$ cat config.mk
export PLATFORM = sky130hd
export DESIGN_NAME = seq_datapath
export DESIGN_NICKNAME = d
export VERILOG_FILES = /design/src/rtl/seq_datapath_pkg.sv /design/src/rtl/seq_datapath_alu.sv /design/src/rtl/seq_datapath.sv
export SDC_FILE = /design/constraint.sdc
export NUM_CORES = 2
export LEC_CHECK = 0
export CORE_MARGIN = 4
export CORE_UTILIZATION = 30
export DETAILED_ROUTE_END_ITERATION = 8
export PLACE_DENSITY = 0.55
export SYNTH_ARGS = -nofsm -noshare
export SYNTH_HDL_FRONTEND = slang
export SYNTH_SLANG_ARGS = --single-unit
$ cat constraint.sdc
create_clock -name clk -period 6.1 [get_ports clk]
set_input_delay 1.83 -clock clk [delete_from_list [all_inputs] [get_ports clk]]
set_output_delay 1.83 -clock clk [all_outputs]
set_load 0.1 [all_outputs]
$ cat src/rtl/seq_datapath_pkg.sv
// Shared definitions for seq_datapath: operation codes, controller states and a
// constant-foldable clog2 used to size register indices and shift amounts.
package seq_datapath_pkg;

  typedef enum logic [3:0] {
    OP_ADD  = 4'd0,
    OP_SUB  = 4'd1,
    OP_AND  = 4'd2,
    OP_OR   = 4'd3,
    OP_SHR  = 4'd4,
    OP_SHL  = 4'd5,
    OP_ROR  = 4'd6,
    OP_ROL  = 4'd7,
    OP_NEG  = 4'd8,
    OP_NOT  = 4'd9,
    OP_MUL  = 4'd10,
    OP_DIV  = 4'd11,
    OP_MFHI = 4'd12,
    OP_MFLO = 4'd13,
    OP_IN   = 4'd14,
    OP_ILL  = 4'd15
  } op_e;

  typedef enum logic [2:0] {
    S_IDLE = 3'd0,
    S_LDY  = 3'd1,
    S_EXEC = 3'd2,
    S_WB   = 3'd3,
    S_ITER = 3'd4,
    S_DONE = 3'd5
  } state_e;

  function automatic int clog2(input int value);
    int width;
    width = 0;
    while ((32'sd1 << width) < value) begin
      width = width + 1;
    end
    return width;
  endfunction

endpackage

$ cat src/rtl/seq_datapath_alu.sv
// Combinational single-cycle ALU of seq_datapath; a is the Y register, b is the
// operand on the shared bus. MUL/DIV are handled iteratively by the top.
module seq_datapath_alu
  import seq_datapath_pkg::*;
#(
  parameter int DATA_W = 32
) (
  input  op_e               op,
  input  logic [DATA_W-1:0] a,
  input  logic [DATA_W-1:0] b,
  input  logic [DATA_W-1:0] hi,
  input  logic [DATA_W-1:0] lo,
  input  logic [DATA_W-1:0] in_port,
  output logic [DATA_W-1:0] y
);

  localparam int SH_W = clog2(DATA_W);

  logic [SH_W-1:0] sh_s;
  logic [SH_W:0]   sh_inv_s;

  // A zero rotate amount makes the complementary shift equal DATA_W, which yields zero.
  assign sh_s     = b[SH_W-1:0];
  assign sh_inv_s = (SH_W+1)'(DATA_W) - {1'b0, sh_s};

  // Result select per operation code
  always_comb begin
    y = {DATA_W{1'b0}};
    case (op)
      OP_ADD:  y = a + b;
      OP_SUB:  y = a - b;
      OP_AND:  y = a & b;
      OP_OR:   y = a | b;
      OP_SHR:  y = a >> sh_s;
      OP_SHL:  y = a << sh_s;
      OP_ROR:  y = (a >> sh_s) | (a << sh_inv_s);
      OP_ROL:  y = (a << sh_s) | (a >> sh_inv_s);
      OP_NEG:  y = -b;
      OP_NOT:  y = ~b;
      OP_MFHI: y = hi;
      OP_MFLO: y = lo;
      OP_IN:   y = in_port;
      default: y = {DATA_W{1'b0}};
    endcase
  end

endmodule

$ cat src/rtl/seq_datapath.sv
// Bus-based sequential datapath with register file, Y/Z/HI/LO and a multi-cycle
// controller. Define SEQ_DATAPATH_MULDIV_EN to build the iterative MUL/DIV unit.
module seq_datapath
  import seq_datapath_pkg::*;
#(
  parameter  int DATA_W   = 32,
  parameter  int NUM_REGS = 16,
  localparam int REG_AW   = clog2(NUM_REGS)
) (
  input  logic              clk,
  input  logic              clr,
  input  logic              start,
  input  logic [3:0]        op,
  input  logic [REG_AW-1:0] ra,
  input  logic [REG_AW-1:0] rb,
  input  logic [REG_AW-1:0] rc,
  input  logic [DATA_W-1:0] in_port,
  input  logic              ext_wr_en,
  input  logic [REG_AW-1:0] ext_wr_addr,
  input  logic [DATA_W-1:0] ext_wr_data,
  input  logic [REG_AW-1:0] dbg_rd_addr,
  output logic [DATA_W-1:0] dbg_rd_data,
  output logic              busy,
  output logic              done,
  output logic              err,
  output logic [DATA_W-1:0] hi_out,
  output logic [DATA_W-1:0] lo_out
);

`ifdef SEQ_DATAPATH_MULDIV_EN
  localparam int Z_W  = 2 * DATA_W;
  localparam int SH_W = clog2(DATA_W);
`else
  // Without MUL/DIV only ZLow ever carries a result.
  localparam int Z_W  = DATA_W;
`endif

  state_e            state_r, state_nx_s;
  op_e               op_r;
  logic [REG_AW-1:0] ra_r, rb_r, rc_r;
  logic              err_pend_r, done_r, err_r, illegal_s;
  logic [DATA_W-1:0] regs_r [NUM_REGS];
  logic [DATA_W-1:0] y_r, hi_r, lo_r;
  logic [Z_W-1:0]    z_r;
  logic [DATA_W-1:0] bus_s, rb_data_s, alu_y_s;

  assign rb_data_s   = regs_r[rb_r];
  assign dbg_rd_data = regs_r[dbg_rd_addr];
  assign busy        = (state_r != S_IDLE);
  assign done        = done_r;
  assign err         = err_r;
  assign hi_out      = hi_r;
  assign lo_out      = lo_r;

`ifdef SEQ_DATAPATH_MULDIV_EN
  assign illegal_s = (op == OP_ILL);

  logic [SH_W-1:0]   cnt_r;
  logic [DATA_W-1:0] mcand_r, opa_mag_s, opb_mag_s, quot_s, rem_s;
  logic              neg_q_r, neg_r_r, muldiv_s, div_zero_s, last_s;
  logic [DATA_W:0]   mul_sum_s, div_sh_s, div_diff_s;
  logic [Z_W-1:0]    mul_nx_s, div_nx_s, iter_nx_s, prod_s;

  // Both algorithms work on magnitudes in Z; signs are reapplied on the last step.
  assign muldiv_s   = (op_r == OP_MUL) || (op_r == OP_DIV);
  assign div_zero_s = (op_r == OP_DIV) && (rb_data_s == {DATA_W{1'b0}});
  assign last_s     = (cnt_r == SH_W'(DATA_W - 1));
  assign opa_mag_s  = bus_s[DATA_W-1] ? -bus_s : bus_s;
  assign opb_mag_s  = rb_data_s[DATA_W-1] ? -rb_data_s : rb_data_s;
  assign mul_sum_s  = {1'b0, z_r[Z_W-1:DATA_W]} +
                      (z_r[0] ? {1'b0, mcand_r} : {(DATA_W+1){1'b0}});
  assign mul_nx_s   = {mul_sum_s, z_r[DATA_W-1:1]};
  assign div_sh_s   = {z_r[Z_W-1:DATA_W], z_r[DATA_W-1]};
  assign div_diff_s = div_sh_s - {1'b0, mcand_r};
  assign div_nx_s   = div_diff_s[DATA_W] ? {div_sh_s[DATA_W-1:0], z_r[DATA_W-2:0], 1'b0}
                                         : {div_diff_s[DATA_W-1:0], z_r[DATA_W-2:0], 1'b1};
  assign iter_nx_s  = (op_r == OP_MUL) ? mul_nx_s : div_nx_s;
  assign prod_s     = neg_q_r ? -iter_nx_s : iter_nx_s;
  assign quot_s     = neg_q_r ? -iter_nx_s[DATA_W-1:0] : iter_nx_s[DATA_W-1:0];
  assign rem_s      = neg_r_r ? -iter_nx_s[Z_W-1:DATA_W] : iter_nx_s[Z_W-1:DATA_W];
`else
  assign illegal_s = (op == OP_ILL) || (op == OP_MUL) || (op == OP_DIV);
`endif

  // Shared bus: exactly one source per controller state
  always_comb begin
    bus_s = {DATA_W{1'b0}};
    case (state_r)
      S_LDY:   bus_s = regs_r[ra_r];
      S_EXEC:  bus_s = rb_data_s;
      S_WB:    bus_s = z_r[DATA_W-1:0];
      default: bus_s = {DATA_W{1'b0}};
    endcase
  end

  seq_datapath_alu #(.DATA_W(DATA_W)) u_alu (
    .op      (op_r),
    .a       (y_r),
    .b       (bus_s),
    .hi      (hi_r),
    .lo      (lo_r),
    .in_port (in_port),
    .y       (alu_y_s)
  );

  // Controller state register
  always_ff @(posedge clk) begin
    if (clr) begin
      state_r <= S_IDLE;
    end else begin
      state_r <= state_nx_s;
    end
  end

  // Controller next-state logic
  always_comb begin
    state_nx_s = state_r;
    case (state_r)
      S_IDLE: begin
        if (start) begin
          state_nx_s = illegal_s ? S_DONE : S_LDY;
        end else begin
          state_nx_s = S_IDLE;
        end
      end
      S_LDY: begin
`ifdef SEQ_DATAPATH_MULDIV_EN
        if (muldiv_s) begin
          state_nx_s = div_zero_s ? S_DONE : S_ITER;
        end else begin
          state_nx_s = S_EXEC;
        end
`else
        state_nx_s = S_EXEC;
`endif
      end
      S_EXEC:  state_nx_s = S_WB;
      S_WB:    state_nx_s = S_DONE;
`ifdef SEQ_DATAPATH_MULDIV_EN
      S_ITER:  state_nx_s = last_s ? S_DONE : S_ITER;
`endif
      S_DONE:  state_nx_s = S_IDLE;
      default: state_nx_s = S_IDLE;
    endcase
  end

  // Datapath registers, register file and status outputs
  always_ff @(posedge clk) begin
    if (clr) begin
      for (int i = 0; i < NUM_REGS; i++) begin
        regs_r[i] <= {DATA_W{1'b0}};
      end
      op_r       <= OP_ADD;
      ra_r       <= {REG_AW{1'b0}};
      rb_r       <= {REG_AW{1'b0}};
      rc_r       <= {REG_AW{1'b0}};
      y_r        <= {DATA_W{1'b0}};
      z_r        <= {Z_W{1'b0}};
      hi_r       <= {DATA_W{1'b0}};
      lo_r       <= {DATA_W{1'b0}};
      err_pend_r <= 1'b0;
      done_r     <= 1'b0;
      err_r      <= 1'b0;
`ifdef SEQ_DATAPATH_MULDIV_EN
      cnt_r      <= {SH_W{1'b0}};
      mcand_r    <= {DATA_W{1'b0}};
      neg_q_r    <= 1'b0;
      neg_r_r    <= 1'b0;
`endif
    end else begin
      case (state_r)
        S_IDLE: begin
          if (ext_wr_en) begin
            regs_r[ext_wr_addr] <= ext_wr_data;
          end
          if (start) begin
            op_r       <= op_e'(op);
            ra_r       <= ra;
            rb_r       <= rb;
            rc_r       <= rc;
            err_pend_r <= illegal_s;
          end
        end
        S_LDY: begin
          y_r <= bus_s;
`ifdef SEQ_DATAPATH_MULDIV_EN
          err_pend_r <= div_zero_s;
          cnt_r      <= {SH_W{1'b0}};
          mcand_r    <= (op_r == OP_MUL) ? opa_mag_s : opb_mag_s;
          z_r        <= {{DATA_W{1'b0}}, (op_r == OP_MUL) ? opb_mag_s : opa_mag_s};
          neg_q_r    <= bus_s[DATA_W-1] ^ rb_data_s[DATA_W-1];
          neg_r_r    <= bus_s[DATA_W-1];
`endif
        end
        S_EXEC: z_r <= Z_W'(alu_y_s);
        S_WB:   regs_r[rc_r] <= bus_s;
`ifdef SEQ_DATAPATH_MULDIV_EN
        S_ITER: begin
          cnt_r <= cnt_r + SH_W'(1);
          z_r   <= iter_nx_s;
          if (last_s) begin
            if (op_r == OP_MUL) begin
              hi_r <= prod_s[Z_W-1:DATA_W];
              lo_r <= prod_s[DATA_W-1:0];
            end else begin
              hi_r <= rem_s;
              lo_r <= quot_s;
            end
          end
        end
`endif
        default: ;
      endcase
      done_r <= (state_r == S_DONE);
      err_r  <= (state_r == S_DONE) && err_pend_r;
    end
  end

endmodule

# After elaboration in Yosys (flattened, before gate mapping)
# Memory sizes are Yosys's and may differ from the RTL's. A register that Yosys moved wholly into a read port is not among the register bits.
# Cells that the tools add are included.
dict set report totals {
  ff_bits 86
  latch_bits 0
  ram_bits 512
  romBits 0
  input_bits 92
  out_inout_bits 99
  wordCells 74
  memories 1
}
# memory words word_bits rd rd_ports_with_merged_regs write_ports line
set mem_list {}
lappend mem_list {regs_r 16 32 3 2 16 seq_datapath.sv:42} ;# logic [DATA_W-1:0] regs_r [NUM_REGS];
dict set report op_classes {
  n_addsub 4
  mul 0
  div_mod_pow 0
  magnitude_cmp 0
  n_eq_ne 17
  shifts 4
  mux 24
  bitwise 5
  reduce_logical 9
}
# cell n
set op_table {}
lappend op_table {{$pmux 32 s11} 1}
lappend op_table {{$or 32x32->32} 3}
lappend op_table {{$pmux 32 s3} 1}
lappend op_table {{$mux 32} 2}
lappend op_table {{$reduce_or 32->1} 2}
lappend op_table {{$add 32x32->32} 1}
lappend op_table {{$and 32x32->32} 1}
lappend op_table {{$neg 32->32} 1}
lappend op_table {{$not 32->32} 1}
lappend op_table {{$shl 32x5->32} 1}
lappend op_table {{$shl 32x6->32} 1}
lappend op_table {{$shr 32x5->32} 1}
lappend op_table {{$shr 32x6->32} 1}
lappend op_table {{$sub 32x32->32} 1}
lappend op_table {{$eq 4x4->1 const B} 6}
lappend op_table {{$mux 4} 6}
lappend op_table {{$eq 4x3->1 const B} 4}
lappend op_table {{$pmux 3 s4} 1}
lappend op_table {{$mux 1} 11}
lappend op_table {{$eq 4x2->1 const B} 2}
lappend op_table {{$eq 3x2->1 const B} 2}
lappend op_table {{$mux 3} 2}
lappend op_table {{$sub 6x5->6 const A} 1}
lappend op_table {{$eq 4x1->1 const B} 1}
lappend op_table {{other kinds (8)} 9}

# Logic depth before layout (Yosys ltp)
dict set report logic_depth {
  ltp_word 7
  ltp_mapped 27
  mapped_depth_nobuf 20
}

# By module
# Synthesis repeated with hierarchy kept, for this count alone.
dict set report unflattened {
  cells_unflattened 4752
  hier_area_um2 47790.8
}
# module instances cells_each area_per_inst_um2 seq_area_each_um2
set modules_own_cells {}
lappend modules_own_cells {seq_datapath 1 2907 35283.8 17256.6}
lappend modules_own_cells {seq_datapath_alu 1 1845 12507.0 0.0}

# Worst setup path before layout
# OpenSTA, ideal clock, no wires.
dict set report synth_timing {
  path_kind {input -> output}
  from {in dbg_rd_addr[0]}
  to {out dbg_rd_data[11]}
  arrival_ps 4177
  t_required_ps 4270
  setup_slack_ps 93
  stages 4
  n_path_buf 2
  path_cell_list {clkbuf_1 -> buf_1 -> mux4_2 -> mux4_2}
}
dict set report synth_via {
  elab_chain_len 1
}
# element line
set synth_lines {}
lappend synth_lines {{from (decl)} seq_datapath.sv:21} ;# input logic [REG_AW-1:0] dbg_rd_addr,
lappend synth_lines {{$mem_v2 16x32} n/a}
lappend synth_lines {{to (decl)} seq_datapath.sv:22} ;# output logic [DATA_W-1:0] dbg_rd_data,
# No other way between the ends.

==> impl_metrics.tcl <==
set metrics [dict create \
    outcome "complete, no violations" \
    synth_top_family_by_area "multiplexers" \
    arrival_ps 6490 \
    post-route-drc-count 0 \
    synthesis.area_um2 46500 \
    core_um2 154000 \
    worstHoldPathType "flop to flop" \
    initial_core_util_pct 30.2 \
    die_w_um 402 \
    post-place-ws_ps -366 \
    skew_ps 36.4 \
    synth.avg_cell_area_um2 10.9 \
    cp_common_cell "buf_4" \
    yosys.area_share.simple_pct 12.7 \
    drt_iter0_markers 6223 \
    post_drt_wl_per_cell_um 35.4 \
    nFillCells 15201 \
    path_cells "buf_4, buf_4, buf_4, mux4_2, nor2b_1, a211oi_1, a211oi_1, a211oi_2, buf_4, ha_1, mux2i_1, o21ai_0, a221oi_1, o21ai_0, a221o_1, nor4_1, buf_4, a221oi_1" \
    pin_count 191 \
    cap_violations 0 \
    setup_slack_ps 139 \
    clk_latency_ps 690 \
    synth_xor_area_share_pct 1.04 \
    cp-end-kind "flop" \
    io_buffers 126 \
    clock_sinks 606 \
    rsz0062_at_grt "true" \
    grt_pass1_wl_um 318000 \
    synth_flop_cell "edfxtp_1" \
    numCtsBuffers 72 \
    hold_viol 0 \
    drt_pre_antenna_iters 8 \
    synthMuxAreaShare_pct 28.6 \
    crit_type "flop to flop" \
    met2_usage_pct 42.6 \
    min_from "rb_r[2]" \
    clkTransAtPathRegs_ps 60 \
    async_flop_share_pct 0 \
    synth_compound_area_share_pct 12.4 \
    powerDensity_nw_per_um2 292 \
    ctsHtreeMaxLevel 3 \
    dr_total_vias 41058 \
    ys_types 98 \
    synth_warnings 0 \
    gp_congestion 1.04 \
    critPathSlowestCell "nor4_1" \
    setup_violations 0 \
    die_h_um 402 \
    min_period_over_period_pct 97.7 \
    multiInputGateArea_um2 27200 \
    grt_pass1_vias 39609 \
    synth-edff-count 512 \
    ys_seq_area_share_pct 37.1 \
    cpPeakStageDelay_ps 630 \
    antenna_found_initial 13 \
    synth_fa_ha_area_share_pct 2.75 \
    cp-start-kind "flop" \
    drive_gt1_share_pct 24.9 \
    gr-usage-met1_pct 36.7 \
    ant_nets 0 \
    regArea_um2 17300 \
    rows 144 \
    globalRouteOverflowTotal 0 \
    wl_um 233000 \
    max_clock_freq_mhz 168 \
    critPathBufInv 5 \
    post-dp-hpwl_um 165000 \
    grt_max_degree 90 \
    required_ps 6630 \
    vias_per_cell 6.25 \
    area_growth_pct 17.4 \
    maxSlewHeadroom_pct 15.4 \
    nNetsFinal 4656 \
    crit_fanout 21 \
    dieArea_um2 161000 \
    gr-usage-met3_pct 6.74 \
    crit_family "compound AO/OA/AOI/OAI gates" \
    cts_tree "done" \
    cts_max_path_buffers 3 \
    slew_violations 0 \
    synth_seq_cells 606 \
    finalCriticalPeriod_ps 5960 \
    grtUsageTotal_pct 27.8 \
    cts_root_buf "clkbuf_16" \
    netlist_instances 4284 \
    power_leakage_nw 19.1 \
    grt_busiest_layer "met2" \
    vdd_ir_drop_max_v 0.000202 \
    timing.hold.ws_ps 451 \
    worst_slew_pin_slew_ps 1230 \
]
-- worst register-to-register path: cells and delay by family (launching register included) --
kind,cells,cell delay [ps]
muxes,2,570
buffers and inverters,5,1440
adders and majority gates,1,330
AOI/OAI and AO/OA,8,2100
and+or+nand+nor,2,780
DFF,1,600
-- layout by cell type, fill, tap and decap left out, types with 36 or more instances in the layout --
cell type / netlist / final
nor2_1: 747 / 747
edfxtp_1: 512 / 512
mux4_2: 468 / 468
nand2_1: 347 / 331
buf_4: 80 / 327
a21oi_1: 249 / 248
mux2i_1: 214 / 214
o21ai_0: 149 / 148
ha_1: 99 / 97
clkdlybuf4s50_1: 0 / 89
dfxtp_1: 94 / 83
clkbuf_16: 0 / 75
inv_1: 73 / 73
buf_12: 0 / 65
conb_1: 1 / 64
nand3_1: 63 / 63
nor3_1: 52 / 50
a22oi_1: 48 / 47
mux2_2: 46 / 46
a21o_1: 42 / 40
a221oi_1: 40 / 39
o211ai_1: 36 / 36
-- kinds of logic (layout without fill, tap and decap cells) --
group           Yosys count  count (layout)
simple gates           1388            1388
compound gates          871             871
mux                     735             735
flops                   606             606
buf+inv                 531             704
fa+ha+maj               101             101
xor+xnor                 51              51
other cells               1              74
-- repair_timing --
action | 4_1_cts | 5_1_grt
pin swaps | 0 | 1
hold buffers | 0 | 0
gates resized for setup | 5 | 17
buffers inserted | 1 | 15
endpoints found under the setup margin | 3 | 8
gates cloned | 0 | 2
-- area by class of cell --
class / count / share of cell area [%]
antenna: 10 / 0.0458
sequential: 606 / 31.7
timing repair buffer: 492 / 8.88
clock inverter: 46 / 0.969
inverter: 81 / 0.561
clock buffer: 85 / 3.43
tap: 2044 / 4.68
multi-input combinational: 3210 / 49.8
-- worst paths after layout --
kind	slack, ps	to	depth (start not counted)
setup / recovery	140	z_r[31]	18
hold / removal	450	flop	2
setup reg to reg	140	z_r[31]	18
hold reg to reg	450	flop	2
-- cell usage after synthesis (18+ instances only) --
cell / number / area share, %
a211oi_1: 36 / 0.58
a21o_1: 42 / 0.68
a21oi_1: 249 / 2.7
a221oi_1: 40 / 0.75
a22oi_1: 48 / 0.77
a31oi_1: 34 / 0.46
and3_1: 18 / 0.24
buf_1: 43 / 0.35
buf_2: 90 / 0.97
buf_4: 80 / 1.3
clkbuf_1: 223 / 1.8
dfxtp_1: 94 / 4.0
edfxtp_1: 512 / 33
ha_1: 99 / 2.7
inv_1: 73 / 0.59
mux2_2: 46 / 1.1
mux2i_1: 214 / 4.6
mux4_2: 468 / 23
nand2_1: 347 / 2.8
nand2b_1: 44 / 0.59
nand3_1: 63 / 0.68
nor2_1: 747 / 6.0
nor2b_1: 32 / 0.43
nor3_1: 52 / 0.56
o211ai_1: 36 / 0.58
o21ai_0: 149 / 1.6
o221ai_1: 21 / 0.40
o22ai_1: 32 / 0.43
xnor2_1: 28 / 0.53
xor2_1: 21 / 0.40
-- metal layers --
metal	part of all wire, %	vias to the layer above
li1	-	16706
met1	39	20866
met2	44	2884
met3	11	600
met4	5.9	2
met5	0.0030	-
-- registers in the layout, indices dropped and copies added (netlist names), named ones only --
signal / cells
y_r: 32
state_r: 3
op_r: 4
ra_r: 4
done: 1
rb_r: 4
err_pend_r: 1
z_r: 32
regs_r: 512
err: 1
rc_r: 4
-- report_power, final --
group          internal (W)  total [W]  switching [W]
clock network       0.00260    0.00454        0.00194
registers           0.00467    0.00488       0.000203
logic               0.00233    0.00655        0.00422
-- through the flow --
step	instances	cell area (µm²)	TNS [ps]	power [W]	utilization, %
final	6574	54600	0	0.0160	35.4
after global routing	6564	54600	-33.1	0.0164	35.4
after CTS	6547	54300	0	0.0158	35.3
after detailed placement	6415	51900	-366	0.0112	33.7
after global placement	6415	51900	-401	0.0113	33.7
after floorplan	4347	46700	0	0.00873	-
Note: power is estimated with default switching activity, not from simulation.
